<file path="config.mk">
export PLATFORM = sky130hd
export DESIGN_NAME = uart_rx_flat
export DESIGN_NICKNAME = d
export VERILOG_FILES = /design/src/rtl/uart_pkg.sv /design/src/rtl/uart_rx_if.sv /design/src/rtl/uart_sync.sv /design/src/rtl/uart_rx.sv /design/src/flat_wrapper.sv
export SDC_FILE = /design/constraint.sdc
export NUM_CORES = 1
export LEC_CHECK = 0
export ABC_AREA = 1
export BUFFER_PORTS_ARGS = -buffer_cell sky130_fd_sc_hd__buf_2
export CAP_MARGIN = 20
export CORE_MARGIN = 3
export CORE_UTILIZATION = 62
export CTS_CLUSTER_DIAMETER = 30
export CTS_CLUSTER_SIZE = 20
export DETAILED_ROUTE_END_ITERATION = 6
export GPL_TIMING_DRIVEN = 0
export PLACE_DENSITY = 0.82
export SYNTH_ARGS = -nofsm -noshare
export SYNTH_HDL_FRONTEND = slang
export SYNTH_SLANG_ARGS = --single-unit
</file>
<file path="constraint.sdc">
create_clock -name clk -period 4.4 [get_ports clk]
set_clock_uncertainty 0.15 [all_clocks]
set_input_delay 0.44 -clock clk [delete_from_list [all_inputs] [get_ports clk]]
set_output_delay 0.44 -clock clk [all_outputs]
set_load 0.02 [all_outputs]
</file>
<file path="src/rtl/uart_pkg.sv">
// Shared UART definitions: frame state encoding and the baud divisor helper.
package uart_pkg;

    typedef enum logic [1:0] {
        IDLE  = 2'd0,
        START = 2'd1,
        DATA  = 2'd2,
        STOP  = 2'd3
    } t_uart_state;

    // System clocks per serial bit.
    function automatic int clk_div(input int sys_freq, input int baud_freq);
        return sys_freq / baud_freq;
    endfunction

endpackage

</file>
<file path="src/rtl/uart_rx_if.sv">
// Received-word handshake bundle: the receiver is the master, the consumer the slave.
interface uart_rx_if #(
    parameter int DW = 8
);
    logic          rx_ready;
    logic [DW-1:0] rx_par;
    logic          rx_valid;
    logic          rx_frame_err;
    logic          rx_overrun;

    modport master (
        output rx_par,
        output rx_valid,
        output rx_frame_err,
        output rx_overrun,
        input  rx_ready
    );

    modport slave (
        input  rx_par,
        input  rx_valid,
        input  rx_frame_err,
        input  rx_overrun,
        output rx_ready
    );
endinterface

</file>
<file path="src/rtl/uart_sync.sv">
// Two-flop synchroniser for an asynchronous single-bit input.
module uart_sync #(
    parameter logic RST_VAL = 1'b1
) (
    input  logic clk,
    input  logic rst,
    input  logic d,
    output logic q
);
    logic meta_r;
    logic sync_r;

    // Two-stage capture; both stages preset to the line's idle level.
    always_ff @(posedge clk) begin
        if (rst) begin
            meta_r <= RST_VAL;
            sync_r <= RST_VAL;
        end else begin
            meta_r <= d;
            sync_r <= meta_r;
        end
    end

    assign q = sync_r;
endmodule

</file>
<file path="src/rtl/uart_rx.sv">
// UART receiver: 1 start bit, DW data bits LSB first, 1 stop bit, mid-bit sampling,
// valid/ready output with framing-error and overrun pulses.
module uart_rx
    import uart_pkg::*;
#(
    parameter int DW        = 8,
    parameter int SYS_FREQ  = 100000000,
    parameter int BAUD_FREQ = 9600
) (
    input  logic      clk,
    input  logic      rst,
    input  logic      rx_ser,
    uart_rx_if.master rx_bus
);
    localparam int CLK_DIVISOR = clk_div(SYS_FREQ, BAUD_FREQ);
    localparam int HALF_DIV    = CLK_DIVISOR / 2;
    localparam int CW          = $clog2(CLK_DIVISOR);
    localparam int BW          = $clog2(DW);

    localparam logic [CW-1:0] CNT_HALF = CW'(HALF_DIV - 1);
    localparam logic [CW-1:0] CNT_FULL = CW'(CLK_DIVISOR - 1);
    localparam logic [BW-1:0] BIT_LAST = BW'(DW - 1);

    logic          rx_s;
    logic          rx_d_r;
    logic          start_edge_s;

    t_uart_state   state_r,     state_s;
    logic [CW-1:0] clk_cnt_r,   clk_cnt_s;
    logic [BW-1:0] bit_cnt_r,   bit_cnt_s;
    logic [DW-1:0] shift_r,     shift_s;
    logic [DW-1:0] rx_par_r,    rx_par_s;
    logic          rx_valid_r,  rx_valid_s;
    logic          frame_err_r, frame_err_s;
    logic          overrun_r,   overrun_s;

    uart_sync #(.RST_VAL(1'b1)) u_sync (
        .clk (clk),
        .rst (rst),
        .d   (rx_ser),
        .q   (rx_s)
    );

    assign start_edge_s = rx_d_r & ~rx_s;

    // Delayed copy of the synchronised line for falling-edge detection.
    always_ff @(posedge clk) begin
        if (rst) begin
            rx_d_r <= 1'b1;
        end else begin
            rx_d_r <= rx_s;
        end
    end

    // State, counters, shift register and registered outputs.
    always_ff @(posedge clk) begin
        if (rst) begin
            state_r     <= IDLE;
            clk_cnt_r   <= '0;
            bit_cnt_r   <= '0;
            shift_r     <= '0;
            rx_par_r    <= '0;
            rx_valid_r  <= 1'b0;
            frame_err_r <= 1'b0;
            overrun_r   <= 1'b0;
        end else begin
            state_r     <= state_s;
            clk_cnt_r   <= clk_cnt_s;
            bit_cnt_r   <= bit_cnt_s;
            shift_r     <= shift_s;
            rx_par_r    <= rx_par_s;
            rx_valid_r  <= rx_valid_s;
            frame_err_r <= frame_err_s;
            overrun_r   <= overrun_s;
        end
    end

    // Next-state, bit timing and word delivery decisions.
    always_comb begin
        state_s     = state_r;
        clk_cnt_s   = clk_cnt_r;
        bit_cnt_s   = bit_cnt_r;
        shift_s     = shift_r;
        rx_par_s    = rx_par_r;
        rx_valid_s  = rx_valid_r;
        frame_err_s = 1'b0;
        overrun_s   = 1'b0;

        // A consumed word clears valid; a frame completing this cycle may reload it below.
        if (rx_valid_r && rx_bus.rx_ready) begin
            rx_valid_s = 1'b0;
        end else begin
            rx_valid_s = rx_valid_r;
        end

        case (state_r)
            IDLE: begin
                if (start_edge_s) begin
                    state_s   = START;
                    clk_cnt_s = '0;
                end else begin
                    state_s   = IDLE;
                end
            end
            START: begin
                if (clk_cnt_r == CNT_HALF) begin
                    clk_cnt_s = '0;
                    bit_cnt_s = '0;
                    if (!rx_s) begin
                        state_s = DATA;
                    end else begin
                        // Line went back high before mid start bit: a glitch.
                        state_s = IDLE;
                    end
                end else begin
                    clk_cnt_s = clk_cnt_r + CW'(1);
                end
            end
            DATA: begin
                if (clk_cnt_r == CNT_FULL) begin
                    shift_s   = {rx_s, shift_r[DW-1:1]};
                    clk_cnt_s = '0;
                    if (bit_cnt_r == BIT_LAST) begin
                        bit_cnt_s = '0;
                        state_s   = STOP;
                    end else begin
                        bit_cnt_s = bit_cnt_r + BW'(1);
                    end
                end else begin
                    clk_cnt_s = clk_cnt_r + CW'(1);
                end
            end
            STOP: begin
                if (clk_cnt_r == CNT_FULL) begin
                    clk_cnt_s = '0;
                    state_s   = IDLE;
                    if (!rx_s) begin
                        frame_err_s = 1'b1;
                    end else if (!rx_valid_r || rx_bus.rx_ready) begin
                        rx_par_s   = shift_r;
                        rx_valid_s = 1'b1;
                    end else begin
                        overrun_s = 1'b1;
                    end
                end else begin
                    clk_cnt_s = clk_cnt_r + CW'(1);
                end
            end
            default: begin
                state_s   = IDLE;
                clk_cnt_s = '0;
                bit_cnt_s = '0;
            end
        endcase
    end

    assign rx_bus.rx_par       = rx_par_r;
    assign rx_bus.rx_valid     = rx_valid_r;
    assign rx_bus.rx_frame_err = frame_err_r;
    assign rx_bus.rx_overrun   = overrun_r;
endmodule

</file>
<file path="src/flat_wrapper.sv">
// flat-port wrapper written by rule: the top's interface ports become plain ports
module uart_rx_flat import uart_pkg::*;
#(
    parameter int DW        = 8,
    parameter int SYS_FREQ  = 100000000,
    parameter int BAUD_FREQ = 9600
)
  (clk, rst, rx_ser, rx_bus_rx_par, rx_bus_rx_valid, rx_bus_rx_frame_err, rx_bus_rx_overrun, rx_bus_rx_ready);
  uart_rx_if #(.DW(DW)) rx_bus_i ();
  input  logic clk;
  input  logic rst;
  input  logic rx_ser;
  output wire logic [$bits(rx_bus_i.rx_par)-1:0] rx_bus_rx_par;
  output wire logic [$bits(rx_bus_i.rx_valid)-1:0] rx_bus_rx_valid;
  output wire logic [$bits(rx_bus_i.rx_frame_err)-1:0] rx_bus_rx_frame_err;
  output wire logic [$bits(rx_bus_i.rx_overrun)-1:0] rx_bus_rx_overrun;
  input wire logic [$bits(rx_bus_i.rx_ready)-1:0] rx_bus_rx_ready;
  assign rx_bus_rx_par = rx_bus_i.rx_par;
  assign rx_bus_rx_valid = rx_bus_i.rx_valid;
  assign rx_bus_rx_frame_err = rx_bus_i.rx_frame_err;
  assign rx_bus_rx_overrun = rx_bus_i.rx_overrun;
  assign rx_bus_i.rx_ready = rx_bus_rx_ready;
  uart_rx #(.DW(DW), .SYS_FREQ(SYS_FREQ), .BAUD_FREQ(BAUD_FREQ)) u_core (.clk(clk), .rst(rst), .rx_ser(rx_ser), .rx_bus(rx_bus_i));
endmodule
</file>
# [Yosys cells after proc, flatten, opt, wreduce, memory -nomap -nowiden]
# Cells that the tools add are included.
[word_totals] register_bits=41 inputBits=4 output_inout_bits=11
[classes] addsub=2 eq_ne=11 n_mux=22 bitwise=4 n_reduce_logical=12
[ops] cell="$mux 14" n=3
[ops] cell="$pmux 14 s3" n=1
[ops] cell="$add 14x1->14 const B" n=1
[ops] cell="$eq 14x13->1 const B" n=1
[ops] cell="$eq 14x14->1 const B" n=1
[ops] cell="$mux 2" n=5
[ops] cell="$ne 2x1->1 const B" n=5
[ops] cell="$mux 3" n=3
[ops] cell="$mux 1" n=8
[ops] cell="$pmux 2 s4" n=1
[ops] cell="$reduce_and 4->1" n=2
[ops] cell="$pmux 3 s2" n=1
[ops] cell="$eq 2x2->1 const B" n=2
[ops] cell="$reduce_or 4->1" n=1
[ops] cell="$add 3x1->3 const B" n=1
[ops] cell="$eq 3x3->1 const B" n=1
[ops] cell="$not 1->1" n=3
[ops] cell="$reduce_and 3->1" n=1
[ops] cell="$reduce_or 3->1" n=1
[ops] cell="$eq 2x1->1 const B" n=1
[ops] cell="$logic_not 2->1" n=1
[ops] cell="$reduce_and 2->1" n=1
[ops] cell="$reduce_bool 2->1" n=1
[ops] cell="$reduce_or 2->1" n=1
[ops] cell="4 further kinds" n=4

# [Logic depth before layout (Yosys ltp)]
# Gate-level depths: netlist of the first run.
[logic_depth] word_depth=6 mapped_depth=13 ltp_nobuf=12

# [By module]
# From an unflattened synthesis of the first run, not the netlist that was laid out.
[hier_totals] hier_cells=282 area_unflattened_um2=2003.2
[by_module_without_submodules] module="uart_rx" n_inst=1 cells_per_inst=275 area_each_um2=1944.4 seq_area_each_um2=780.7
[by_module_without_submodules] module="uart_sync" n_inst=1 cells_per_inst=7 area_each_um2=58.8 seq_area_each_um2=40.0

# [Worst setup path after synthesis of the first run]
# OpenSTA, ideal clock, no wires.
[synth_timing] path_kind="reg2reg" from="register u_core.clk_cnt_r[0]" to="register u_core.clk_cnt_r[0]" arrival_time_ns=1.506 required_ns=4.135 slack_ns=2.628 path_stages_with_launch=10 path_buffers=1 cell_sequence="dfxtp_1 ha_1 nand2_2 nor2_4 nand3_2 nor2_4 o21ai_1 buf_4 o21ai_0 inv_1"
[synth_between] elab_chain_cells=3 word_cells_on_any_way=6
[synth_lines] item="from (decl)" line_no="uart_rx.sv:29" rtl="logic [CW-1:0] clk_cnt_r, clk_cnt_s;"
[synth_lines] item="from (signal assigned)" line_no="uart_rx.sv:68" rtl="clk_cnt_r <= clk_cnt_s;"
[synth_lines] item="$add 14x1->14 (tied with other cells)" line_no="uart_rx.sv:116, uart_rx.sv:130, uart_rx.sv:146"
[synth_lines] item="$mux 14 (on tied branches)" line_no="uart_rx.sv:120, uart_rx.sv:134, uart_rx.sv:106"
[synth_lines] item="$pmux 14 s3 *" line_no="uart_rx.sv:96" rtl="case (state_r)"
# Every way passes the cells marked *; elsewhere a longest branch is shown, timed or not.
# A chain may end at the register's enable or synchronous reset.

# [Final worst setup path of the first run]
[layout_timing] from="register u_core.clk_cnt_r[0]" to="register u_core.clk_cnt_r[7]"
# Same word-level chain as after synthesis.

==> flow_summary.toml, run 1 <==
[pwr]
combPwrFrac_pct = 5.2
peak_supply_drop_uv = 233.3
power_switching_uw = 140.9
clkPwrFrac_pct = 31.8
p_int_uw = 459.0
leakagePower_uw = 0.0009400
power_switching_share_pct = 23.48
power_density_over_cell_area_mw_per_mm2 = 280.3
seq_power_share_pct = 63.0

[drt]
first_pass_iters = 5
drt_wl_total_mm = 3.942
drc = 0
vias = 1718
drt-wirelength-per-cell_um = 11.43
vias_per_cell = 4.980
drtAntennaViolNets = 0
initialDrtViolationCount = 85

[layout]
stdcell_area_mm2 = 0.002140
antenna_fix_cells = 0
finish.net_count = 311
utilization_pct = 74.38
final_layout_size_suffix_gt1_share_pct = 10.56
number_of_filler_cells_placed_in_the_layout = 239
area_growth_pct = 8.779
stdcell_count = 345

[sta]
hold_viol = 0
hold_ws_ps = 148.7
worst_pin_slew_ps = 534.3
worst_max_slew_margin_expressed_relative_to_the_limit_pct = 64.38
setup-tns-final_ps = 0
maxSlewViolCount = 0
finalCritPeriodShare_pct = 46.42
maxClockFrequency_mhz = 489.6
grt_setup_unrepaired = "no"
setup_viol_count_final = 0
finalWorstPathRequiredPeriod_ps = 2043

[grt]
grt_first_pass_wirelength_mm = 6.844
grt-ovfl-total = 0
grt_antenna_before_repair = 0
grt_max_degree = 12
grtUsageTotal_pct = 21.92
first_global_vias = 1575

[floorplanning]
design.core.area_mm2 = 0.002877
core.rowCount = 19
floorplan.io_pins = 15
chip_height_um = 62.33
die-area_mm2 = 0.003884
dieWidth_um = 62.33
starting_density_pct = 68.38

[synthesis]
synth-simple-area-share_pct = 30.03
xor_xnor_cell_area_share_of_the_yosys_netlist_pct = 2.226
synthesis.nets = 291
post_synth_num_cell_types = 30
post_synth_mux_area_share_pct = 0
synth-warning-count = 0
leading_register_cell_type_out_of_synthesis = "sky130_fd_sc_hd__dfxtp_1"
ys_seq_elements = 41
synth_cells = 283
synth_top_family_by_area = "simple AND/OR/NAND/NOR gates"
synth.top_cell.area_share_pct = 41.73
post_synth.cell_area_avg_um2 = 6.950
synth_commonest_cells = "69 x sky130_fd_sc_hd__nand2_1, 43 x sky130_fd_sc_hd__inv_1, 41 x sky130_fd_sc_hd__dfxtp_1"
post_syn_area_mm2 = 0.001967
synth.yosys.seq_area_share_pct = 41.73
synth.top_cells.by_area = "sky130_fd_sc_hd__dfxtp_1 42%, sky130_fd_sc_hd__nand2_1 13%, sky130_fd_sc_hd__inv_1 8.2%"
most_used_standard_cell_by_instance_count_after_synthesis = "sky130_fd_sc_hd__nand2_1"
synthArstFlopShare_pct = 0
synth-edff-count = 0
synth_compound_area_share_pct = 12.60
synth_fa_ha_area_share_pct = 2.545
synth_area_leader_cell = "sky130_fd_sc_hd__dfxtp_1"

[setup_path]
worstPathRequired_ps = 4480
critical_path.startpoint = "u_core.clk_cnt_r[0]"
critical_path.endpoint_type = "flop"
worst-endpoint-arrival_ps = 2120
timing.rr.start = "u_core.clk_cnt_r[0]"
worstSetupStartpointType = "flop"
r2r_slack_ps = 2360
crit_fanout = 10
critPathKind = "flop to flop"

[placed_design]
placement.io_buffers = 13
dp_hpwl_mm = 2.839
placed_cells = 338
dpl-instance-area_mm2 = 0.002085
gp_congestion = 0.8258

[clock_tree]
clk_path_buf_depth = 2
cts_hold_repair.buffers = 0
post-cts-setup-buffer-count = 0
total_clock_buffers_created_by_cts = 5
postcts_resize_cnt = 0
cts_max_level = 2
clk_latency_worst_skew_pair_ps = 340
clk_transition_reported_paths_ps = 120
clock_tree_from_tritoncts = "yes"
clock_sink_count = 41
cts_root_buf = "sky130_fd_sc_hd__clkbuf_4"

[hold_path]
min-delay-path-class = "primary input to flop"
hp-start = "rx_ser"

[run_status]
outcome = "finished clean"

[job]
maxCapViolations = 0
metal layers:
layer	global-route usage, %	routed length [µm]	share of wire (%)	vias to the layer above
met3	5.586	182	4.6	4
li1	-	-	-	923
met5	0	0	0	-
met1	25.08	1787	45	761
met2	40.05	1942	49	30
met4	6.336	29	0.74	0
worst paths after layout:
check                                            end  depth (start not counted)
worst min-delay path            u_core.u_sync.meta_r                          2
worst max-delay path             u_core.clk_cnt_r[7]                          9
worst max register to register   u_core.clk_cnt_r[7]                          9
worst min register to register       u_core.u_sync.q                          1
area by class of cell:
| class | instances | area [µm²] | area share (%) |
|---|---|---|---|
| Inverter | 44 | 165.2 | 7.719 |
| Tap cell | 42 | 52.55 | 2.456 |
| Sequential cell | 41 | 820.8 | 38.36 |
| Multi-Input combinational cell | 189 | 932.1 | 43.57 |
| Clock buffer | 7 | 55.05 | 2.573 |
| Timing Repair Buffer | 13 | 65.06 | 3.041 |
| Buffer | 9 | 48.80 | 2.281 |
cell families after synthesis:
logic type | Yosys count
DFF | 41
adders and majority gates | 4
and+or+nand+nor | 135
AOI/OAI and AO/OA | 45
buffers and inverters | 53
xor gates and xnor gates | 5
critical path, stage by stage (launching register included):
cell and delay [ps]:
sky130_fd_sc_hd__dfxtp_1 430, sky130_fd_sc_hd__ha_1 200, sky130_fd_sc_hd__nand2_2 80, sky130_fd_sc_hd__nor2_4 150
sky130_fd_sc_hd__nand3_2 110, sky130_fd_sc_hd__nor2_4 200, sky130_fd_sc_hd__o21ai_1 190, sky130_fd_sc_hd__buf_4 230
sky130_fd_sc_hd__nand3b_1 110, sky130_fd_sc_hd__a21oi_1 70
power by group through the flow:
stage                     clock network [µW]  registers [µW]  logic, µW
after floorplan                            0             386       22.3
after global placement                     0             386       31.0
after detailed placement                   0             387       31.2
after CTS                                195             378       31.4
after global routing                     214             379       35.6
final                                    191             378       31.0
layout by cell type (no fill, tap or decap), types with 2 or more instances in the layout:
cell type and n:
sky130_fd_sc_hd__nand2_1 69, sky130_fd_sc_hd__inv_1 43, sky130_fd_sc_hd__dfxtp_1 41, sky130_fd_sc_hd__nor2_1 39, sky130_fd_sc_hd__a21oi_1 17, sky130_fd_sc_hd__buf_2 16, sky130_fd_sc_hd__o21ai_0 11, sky130_fd_sc_hd__nand3_1 10
sky130_fd_sc_hd__o21ai_1 8, sky130_fd_sc_hd__clkbuf_1 5, sky130_fd_sc_hd__clkbuf_4 5, sky130_fd_sc_hd__nand3b_1 4, sky130_fd_sc_hd__nor3_1 4, sky130_fd_sc_hd__a211oi_1 4, sky130_fd_sc_hd__ha_1 4, sky130_fd_sc_hd__xor2_1 3
sky130_fd_sc_hd__nor2_4 2, sky130_fd_sc_hd__nand4_1 2, sky130_fd_sc_hd__xnor2_1 2, sky130_fd_sc_hd__or2_2 2
through the flow:
stage	total power (µW)	setup WS (ps)
2_1_floorplan	407.9	2628
3_3_place_gp	417.4	2374
3_5_place_dp	417.8	2364
4_1_cts	604.8	2340
5_1_grt	628.9	2111
6_report	599.8	2357
flip-flops by register name (all words and copies together) (netlist names), named ones only:
register / flops
u_core.bit_cnt_r: 3
u_core.clk_cnt_r: 14
u_core.state_r: 1
u_core.rx_bus.rx_overrun: 1
u_core.rx_d_r: 1
u_core.u_sync.meta_r: 1
u_core.rx_bus.rx_valid: 1
u_core.rx_bus.rx_par: 8
u_core.rx_bus.rx_frame_err: 1
u_core.u_sync.q: 1
u_core.shift_r: 8
No activity file was read; power rests on OpenSTA's default activity.
==> inputs of run 2 (changes only) <==
Settings changed: CORE_UTILIZATION 62 to 53, PLACE_DENSITY 0.82 to 0.74.
Clock period 4.4 ns to 1.7 ns, I/O delays scaled along.
==> run 2 against run 1 <==
  * The flow now finishes with violations (setup timing)
  * Core utilization fell by 3.0 points
  * Register-to-register slack got worse by 2400 ps
  * Cell area rose by 15%
  * Power rose to 3.2 times the previous value
  * Critical path type unchanged
  * Critical path depth rose by 1
  * Cell count rose by 4.6%
  * Clock power rose to 4.3 times the previous value
  * Highest routed layer unchanged
==> flow_summary.toml, run 2 (same netlist as run 1, synthesis figures left out) <==
[run_status]
outcome = "finished, violations left"
failing_checks = "setup timing"

[grt]
grt_antenna_before_repair = 0
first_global_vias = 1603
grtUsageTotal_pct = 21.44
grt_max_degree = 14
grt-ovfl-total = 0
grt_first_pass_wirelength_mm = 7.072

[sta]
setup-tns-final_ps = -701.9
maxSlewViolCount = 0
worst_pin_slew_ps = 579.8
finalWorstPathRequiredPeriod_ps = 1781
finalCritPeriodShare_pct = 104.7
grt_setup_unrepaired = "yes"
maxClockFrequency_mhz = 561.6
hold_viol = 0
timing.final.ws_setup_ps = -80.55
worst_max_slew_margin_expressed_relative_to_the_limit_pct = 61.35
setup_viol_count_final = 22

[clock_tree]
clk_latency_worst_skew_pair_ps = 300
clock_sink_count = 41
cts_max_level = 2
cts_root_buf = "sky130_fd_sc_hd__clkbuf_8"
clk_transition_reported_paths_ps = 80
clock_tree_from_tritoncts = "yes"
total_clock_buffers_created_by_cts = 5
clk_path_buf_depth = 2

[pwr]
tot_pwr_uw = 1911
power_density_over_cell_area_mw_per_mm2 = 777.2
power_switching_uw = 430.6
combPwrFrac_pct = 5.5
power_switching_share_pct = 22.53
leakagePower_uw = 0.001086
p_int_uw = 1480
seq_power_share_pct = 51.2
clkPwrFrac_pct = 43.3
peak_supply_drop_uv = 621.3

[layout]
most-common-layout-cells = "63 x sky130_fd_sc_hd__nand2_1, 43 x sky130_fd_sc_hd__inv_1, 39 x sky130_fd_sc_hd__dfxtp_1"
area_growth_pct = 25.00
final_layout_size_suffix_gt1_share_pct = 22.54
stdcell_area_mm2 = 0.002459
antenna_fix_cells = 0
finish.net_count = 322
number_of_flip_flops_in_the_largest_register = 14
utilization_pct = 71.43
largest-register = "u_core.clk_cnt_r"
number_of_filler_cells_placed_in_the_layout = 280
layout_commonest_cell = "sky130_fd_sc_hd__nand2_1"

[setup_path]
critical_path.endpoint_type = "flop"
cell_by_cell_listing_of_the_critical_path = "ha_4 > nand2_4 > nor2_4 > nand3_2 > nor2_4 > buf_6 > nand2_4 > buf_6 > a22oi_1 > nor2_1"
critPathMaxStageDelay_ps = 380
crit_fanout = 10
worst-endpoint-arrival_ps = 1820
worstSetupStartpointType = "flop"
critPathKind = "flop to flop"
worstPathRequired_ps = 1740
cp_slowest_cell = "sky130_fd_sc_hd__dfxtp_4"

[hold_path]
min-delay-path-class = "primary input to flop"

[drt]
drt-wirelength-per-cell_um = 12.69
first_pass_iters = 5
drtAntennaViolNets = 0
drc = 0
drt_wl_total_mm = 4.581
initialDrtViolationCount = 147
vias = 1845
vias_per_cell = 5.111

[placed_design]
detailedPlace.worstSlack_ps = -241.5
gp_congestion = 0.8611
placement.io_buffers = 13
dpl-instance-area_mm2 = 0.002118
dp_hpwl_mm = 2.829

[floorplanning]
starting_density_pct = 57.14
floorplan.io_pins = 15
design.core.area_mm2 = 0.003442
die-area_mm2 = 0.004478
core.rowCount = 21
dieWidth_um = 66.92
chip_height_um = 66.92

[job]
maxCapViolations = 0
[run 2: cell count changes in the layout (fill, tap and decap cells not counted), sizes merged]
| cell | previous run | this run |
|---|---|---|
| clkinvlp | 0 | 3 |
| bufinv | 0 | 1 |
| buf | 18 | 27 |
| dlygate4sd3 | 0 | 1 |
| clkbuf | 11 | 10 |
| clkinv | 1 | 0 |
[run 2: per-layer routing]
layer | routed length, µm | up-vias | track usage, %
met3 | 279 | 14 | 5.228
met1 | 1932 | 824 | 24.59
met5 | 0 | - | 0
li1 | - | 947 | -
met2 | 2222 | 60 | 35.52
met4 | 146 | 0 | 13.16
[run 2: metrics by stage]
step / hold WS [ps] / cells
floorplan: 123.8 / 283
global placement: 215.1 / 342
detailed placement: 212.3 / 342
CTS: 68.31 / 358
global route: 95.39 / 361
finish: 73.65 / 361
[run 2: area by class of cell]
| cell class | instances | area, µm² | share of cell area [%] |
|---|---|---|---|
| Sequential cell | 41 | 828.3 | 33.69 |
| Buffer | 9 | 68.82 | 2.799 |
| Tap cell | 46 | 57.56 | 2.341 |
| Timing Repair inverter | 1 | 5.005 | 0.2036 |
| Timing Repair Buffer | 23 | 157.7 | 6.412 |
| Inverter | 44 | 168.9 | 6.870 |
| Clock buffer | 6 | 82.58 | 3.359 |
| Multi-Input combinational cell | 189 | 1052 | 42.80 |
| Clock inverter | 2 | 37.54 | 1.527 |
[run 2: critical path: cells and delay by family (launching register included)]
kind / cells / cell delay [ps]
and+or+nand+nor: 6 / 530
AOI/OAI and AO/OA: 1 / 160
buffers and inverters: 2 / 300
adders and majority gates: 1 / 150
DFF: 1 / 380
[run 2: worst paths after layout]
kind	depth (start not counted)	end	slack, ps	startpoint
setup reg to reg	10	u_core.bit_cnt_r[2]	-80	u_core.clk_cnt_r[1]
setup / recovery	10	u_core.bit_cnt_r[2]	-80	u_core.clk_cnt_r[1]
hold reg to reg	1	u_core.u_sync.q	280	u_core.u_sync.meta_r
hold / removal	4	u_core.rx_bus.rx_overrun	70	rx_bus_rx_ready
[run 2: repair_timing]
item	in CTS	in global routing
gates resized for setup	10	32
endpoints found under the setup margin	34	34
hold endpoints to repair	1	0
cloned	1	1
pin swaps	3	1
hold buffers	1	0
setup buffers	6	2
[run 2: power by group through the flow]
| stage | sequential, µW | combinational [µW] | clock [µW] |
|---|---|---|---|
| 6_report | 978 | 105 | 828 |
| 3_5_place_dp | 1000 | 83.9 | 0 |
| 2_1_floorplan | 1000 | 59.1 | 0 |
| 4_1_cts | 976 | 92.3 | 834 |
| 5_1_grt | 979 | 117 | 884 |
| 3_3_place_gp | 1000 | 82.7 | 0 |
